[src/rtl/ifetch_unit.sv]
// rtl/ifetch_unit.sv - Instruction fetch stage: PC, single-outstanding imem requests, decode buffer, redirects.
module ifetch_unit #(
    parameter logic [31:0] RESET_PC = 32'hBFC0_0000
) (
    input  logic        clk,
    input  logic        rst,
    output logic        imem_req_o,
    output logic [31:0] imem_addr_o,
    input  logic        imem_ready_i,
    input  logic        imem_rvalid_i,
    input  logic [31:0] imem_rdata_i,
    output logic        id_valid_o,
    output logic [31:0] id_inst_o,
    output logic [31:0] id_pc_o,
    input  logic        id_ready_i,
    input  logic        redir_valid_i,
    input  logic [2:0]  npc_op_i,
    input  logic [31:0] redir_pc_i,
    input  logic        br_taken_i,
    input  logic [31:0] br_imm_i,
    input  logic [25:0] j_index_i,
    input  logic [31:0] jr_target_i
);
    typedef enum logic [1:0] {S_REQ, S_WAIT, S_DROP} state_t;

    state_t      state_q;
    logic [31:0] pc_q, pc_d;
    logic [31:0] id_inst_q, id_pc_q;
    logic        buf_valid_q;
    logic [31:0] p4, redir_target;
    logic        req_fire;
    logic        unused_bits;

    assign p4          = redir_pc_i + 32'd4;
    assign unused_bits = ^{br_imm_i[31:30], jr_target_i[1:0]};

    always_comb begin
        redir_target = p4;
        case (npc_op_i)
            3'b010:  redir_target = br_taken_i ? p4 + {br_imm_i[29:0], 2'b00} : p4;
            3'b011:  redir_target = {p4[31:28], j_index_i, 2'b00};
            3'b100:  redir_target = {jr_target_i[31:2], 2'b00};
            default: redir_target = p4;
        endcase
    end

    // A new request only goes out when the buffer is empty or draining this cycle.
    assign imem_req_o  = (state_q == S_REQ) && !rst && (!buf_valid_q || id_ready_i);
    assign imem_addr_o = pc_q;
    assign req_fire    = imem_req_o && imem_ready_i;

    assign id_valid_o = buf_valid_q;
    assign id_inst_o  = id_inst_q;
    assign id_pc_o    = id_pc_q;

    always_comb begin
        pc_d = pc_q;
        if (redir_valid_i)
            pc_d = redir_target;
        else if (state_q == S_WAIT && imem_rvalid_i)
            pc_d = pc_q + 32'd4;
    end

    always_ff @(posedge clk) begin
        if (rst) begin
            state_q     <= S_REQ;
            pc_q        <= RESET_PC;
            buf_valid_q <= 1'b0;
            id_inst_q   <= 32'd0;
            id_pc_q     <= 32'd0;
        end else begin
            pc_q <= pc_d;
            if (redir_valid_i) begin
                // Any fetch still in flight belongs to the squashed path.
                buf_valid_q <= 1'b0;
                case (state_q)
                    S_REQ:   state_q <= req_fire ? S_DROP : S_REQ;
                    S_WAIT,
                    S_DROP:  state_q <= imem_rvalid_i ? S_REQ : S_DROP;
                    default: state_q <= S_REQ;
                endcase
            end else begin
                if (buf_valid_q && id_ready_i)
                    buf_valid_q <= 1'b0;
                case (state_q)
                    S_REQ: begin
                        if (req_fire)
                            state_q <= S_WAIT;
                    end
                    S_WAIT: begin
                        if (imem_rvalid_i) begin
                            buf_valid_q <= 1'b1;
                            id_inst_q   <= imem_rdata_i;
                            id_pc_q     <= pc_q;
                            state_q     <= S_REQ;
                        end
                    end
                    S_DROP: begin
                        if (imem_rvalid_i)
                            state_q <= S_REQ;
                    end
                    default: state_q <= S_REQ;
                endcase
            end
        end
    end
endmodule

[config.mk]
export PLATFORM = sky130hd
export DESIGN_NAME = ifetch_unit
export DESIGN_NICKNAME = d
export VERILOG_FILES = /design/src/rtl/ifetch_unit.sv
export SDC_FILE = /design/constraint.sdc
export NUM_CORES = 1
export LEC_CHECK = 0
export CAP_MARGIN = 25
export CORE_ASPECT_RATIO = 1.2
export CORE_MARGIN = 8
export CORE_UTILIZATION = 47
export CTS_BUF_LIST = sky130_fd_sc_hd__clkbuf_4 sky130_fd_sc_hd__clkbuf_8
export DETAILED_ROUTE_END_ITERATION = 7
export PLACE_DENSITY = 0.88
export SLEW_MARGIN = 20
export SYNTH_ARGS = -nofsm -noshare
export SYNTH_HDL_FRONTEND = slang
export SYNTH_SLANG_ARGS = --single-unit
[constraint.sdc]
create_clock -name clk -period 4.67 [get_ports clk]
set_input_delay 0.934 -clock clk [delete_from_list [all_inputs] [get_ports clk]]
set_output_delay 0.934 -clock clk [all_outputs]
set_load 0.01 [all_outputs]
# Word level (Yosys, flattened, before mapping)
# Cells that the tools add are included.
# W data, S select, Z words.
# word_totals
reg_bits	99
output_inout_bits	98
inputBits	164
# classes
n_reduce_logical	14
bitwise	1
add_sub_neg	3
eq_ne	7
n_mux	14
# op_table
cell	count
$mux W32	3
$pmux W32 S3	1
$add A32 B3 Y32 const B	2
$add A32 B32 Y32	1
$mux W2	5
$pmux W2 S2	2
$eq A3 B2 Y1 const B	2
$logic_and A1 B1 Y1	5
$reduce_or A2 Y1	2
$eq A3 B3 Y1 const B	1
$mux W1	3
$ne A3 B1 Y1 const B	1
$ne A3 B3 Y1 const B	1
$reduce_and A3 Y1	1
$eq A2 B1 Y1 const B	1
$eq A2 B2 Y1 const B	1
$logic_not A1 Y1	2
$logic_not A2 Y1	1
$reduce_and A2 Y1	1
$reduce_bool A2 Y1	1
$logic_or A1 B1 Y1	1
$not A1 Y1	1

# Longest topological paths before layout
# depth
ltp_word	7
ltp_mapped	17
mapped_depth_nobuf	16

# Worst setup path after synthesis
# OpenSTA, ideal clock, no wires.
# synth_timing
path_type	input to register
startpoint	input redir_pc_i[9]
endpoint	register pc_q[26] (netlist: imem_addr_o[26])
cell_stages	13
path_slack_ns	0.942
required_time_ns	4.548
setup_ns	0.122
arrival_time_ns	3.606
cell_sequence	nand4_2 > nor4_4 > nand3_1 > xnor2_1 > ha_1 > and3_4 > nand4_1 > nor2_1 > or3_1 > a21o_1 > a31o_1 > a41o_1 > a221o_1
# synth_between
elab_chain_len	5
# synth_lines
element	line	rtl
start, declared	18	input logic [31:0] redir_pc_i,
$add A32 B3 Y32 (*)	34	assign p4 = redir_pc_i + 32'd4;
$add A32 B32 Y32	40	3'b010: redir_target = br_taken_i ? p4 + {br_imm_i[29:0], 2'b00} : p4;
$mux W32	40	
$pmux W32 S3 (*)	39	case (npc_op_i)
$mux W32 (*)	58	if (redir_valid_i)
end signal, assigned	72	pc_q <= pc_d;
end, declared	27	logic [31:0] pc_q, pc_d;
# Mark *: on every way between the ends. The rest lies on a longest branch, timed or not.
# A chain may end at the register's enable or synchronous reset.

# Worst setup path in the final report
# layout_timing
startpoint	input redir_pc_i[7]
endpoint	register pc_q[31] (netlist: imem_addr_o[31])
# Same word-level chain as after synthesis.

==> impl_metrics.yaml <==
yosys:
  synth_top_area_frac: 0.278
  ys_top_cells_by_area: "dfxtp_1 (28%), nand2_1 (10%), a21oi_1 (8.0%), ha_1 (6.8%), xnor2_1 (5.0%)"
  synth_top_area_cell: "dfxtp_1"
  synth_most_common_cell: "nand2_1"
  yosysWarnings: 0
  avgSynthCellArea_um2: 7.59
  synth_edf_count: 0
  synthFlopType: "dfxtp_1"
  synthTopCellsByCount: "nand2_1 (191), a21oi_1 (114), dfxtp_1 (99), nor2_1 (43)"
  syn_inst: 941
  synthArstFlopShare: 0
  seq_area_frac_synth: 0.278
  yosys.cell_types.count: 74
  syn_area_um2: 7140
  ys_ff_latch: 99
  syn_nets: 1145
routing:
  final_antenna_net_count: 0
  drt_iter0_drc: 593
  firstDrtPassIters: 7
  detail_route.vias_per_cell: 5.75
  drc: 0
  wl_per_cell_um: 18.0
  via_count: 8177
  routed_wl_um: 25600
global_routing:
  grt_usage: 0.252
  grt_overflow: 0
  grt_pass1_wl_um: 39700
  grt_antenna_before_repair: 0
  grt_max_degree: 65
  grt_pass1_vias: 7898
cts:
  clock_latency_ps: 360
  cts_buffers: 9
  post_cts_resize_count: 0
  clk_pin_slew_worst_paths_ps: 90
  clockBufferDepth: 2
  clock_sink_count: 99
  postCtsHoldBufs: 0
  cts_tree: "yes"
  cts-root-buf: "clkbuf_8"
  cts_setup_buffers: 0
  cts_max_level: 3
setup_path:
  cp-end-kind: "register"
  crit_family: "simple AND/OR/NAND/NOR gates"
  cp_max_fo: 6
  crit_arrival_ps: 4560
  crit_required_ps: 4930
  path_buf_inv: 3
  path_cells: "clkdlybuf4s50_1 > inv_1 > nor4_4 > buf_4 > nand4_1 > xnor2_1 > ha_1 > and4_1 > and3_4 > o211ai_1 > and4_1 > or4b_1 > o211ai_1 > a31o_1 > nor2_1"
  crit_type: "in -> reg"
  slowest_stage: "clkdlybuf4s50_1"
  cpPeakStageDelay_ps: 530
  crit_path_start_kind: "input pin"
power_and_ir_drop:
  power.leakage_nw: 3.84
  peakVddDrop_uv: 134
  p_per_area_nw_per_um2: 206
layout:
  layout-drive-gt1-share: 0.0829
  seq_area_um2: 1980
  diodes: 0
  nets: 1417
  syn2layout_area_growth_pct: 45.6
  design_area_um2: 10400
  fill_cells: 1236
  layout.cells.non_filler: 1422
  multi_input_area_um2: 4890
placement:
  place_congestion: 0.961
  post-dp-hpwl_um: 20500
  dp.cells: 1405
  io_buffers: 257
  placed_area_um2: 10200
timing:
  setup_tns_ps: 0
  clock-skew-final_ps: 10.1
  fin_crit_sh: 0.922
  min_period_ps: 4310
  setup_viol: 0
  slew_headroom: 0.445
  rsz0062_at_grt: "false"
  fmax_mhz: 232
  worstMarginPinSlew_ps: 827
  drv_slew: 0
  finalHoldViolCount: 0
worst_hold_path:
  worstHoldPathType: "reg -> reg"
outcome:
  status: "complete, no violations"
floorplanning:
  std_cell_rows: 49
  core_um2: 14900
  die_w_um: 129
  ioPinCount: 262
  die_y_um: 151
  start_util: 0.479
  die-area_um2: 19400
run:
  drv_cap: 0
logic make-up after synthesis:
group | Yosys count | synth area share
and+or+nand+nor | 385 | 0.268
AOI/OAI and AO/OA | 271 | 0.250
DFF | 99 | 0.278
buffers and inverters | 72 | 0.0394
xor gates and xnor gates | 68 | 0.0855
adders and majority gates | 40 | 0.0712
muxes | 6 | 0.00876
per-layer routing:
metal | wire length, µm | part of all wire | vias up | GRT usage
li1 | - | - | 3966 | -
met1 | 10100 | 0.40 | 3794 | 0.291
met2 | 12700 | 0.50 | 368 | 0.453
met3 | 2010 | 0.078 | 49 | 0.0490
met4 | 744 | 0.029 | 0 | 0.0906
met5 | 0 | 0 | - | 0
worst register-to-register path: cells and delay by family (launching register included):
family,cells,cell delay (ps)
and+or+nand+nor,5,1250
DFF,1,520
adders and majority gates,1,280
AOI/OAI and AO/OA,1,210
muxes,1,130
xor gates and xnor gates,1,100
power breakdown:
group	total [mW]	leakage [nW]	switching (mW)	internal, mW
clock	0.516	0.0933	0.303	0.213
combinational	0.705	2.94	0.339	0.366
sequential	0.916	0.806	0.0439	0.872
registers in the layout, indices dropped and copies added (netlist names):
register and flops:
id_inst_o 32, id_pc_o 32, imem_addr_o 32, state_q 2
id_valid_o 1
through the flow:
stage	hold WS [ps]	utilization	worst slack (ps)	power (mW)
detailed placement	445	0.683	52.2	1.62
global route	476	0.698	137	2.24
CTS	459	0.696	433	2.14
floorplan	481	-	942	1.28
global placement	441	0.683	128	1.61
finish	457	0.698	365	2.14
cell type report:
type | count | area share
Multi-Input combinational cell | 770 | 0.471
Timing Repair Buffer | 311 | 0.288
Sequential cell | 99 | 0.191
Tap cell | 204 | 0.0246
Clock buffer | 10 | 0.0132
Inverter | 22 | 0.00794
Clock inverter | 6 | 0.00457
path summary, 6_finish.rpt:
check,slack [ps],from,depth (start not counted),endpoint
max,360,redir_pc_i[7],15,imem_addr_o[31]
min,460,id_pc_o[13],2,id_pc_o[13]
max reg2reg,2140,imem_addr_o[2],9,imem_addr_o[18]
min reg2reg,460,id_pc_o[13],2,id_pc_o[13]
cell usage in the layout (no fill, tap or decap), drive strengths merged, types with 4 or more instances in the layout:
| cell | n |
|---|---|
| clkbuf | 10 |
| or3 | 6 |
| buf | 55 |
| and4 | 9 |
| a211oi | 18 |
| nor2b | 11 |
| nand4 | 25 |
| and2 | 6 |
| clkdlybuf4s50 | 256 |
| nor3 | 15 |
| xor2 | 25 |
| o21bai | 4 |
| and3 | 11 |
| a22oi | 5 |
| nand2 | 191 |
| a311oi | 4 |
| nand2b | 7 |
| nor2 | 43 |
| ha | 39 |
| dfxtp | 99 |
| inv | 24 |
| a221oi | 17 |
| mux2i | 4 |
| o21a | 4 |
| xnor2 | 43 |
| nand3 | 45 |
| a221o | 18 |
| a21o | 17 |
| o21ai | 33 |
| a21oi | 114 |
(Power assumes the default switching activity.)
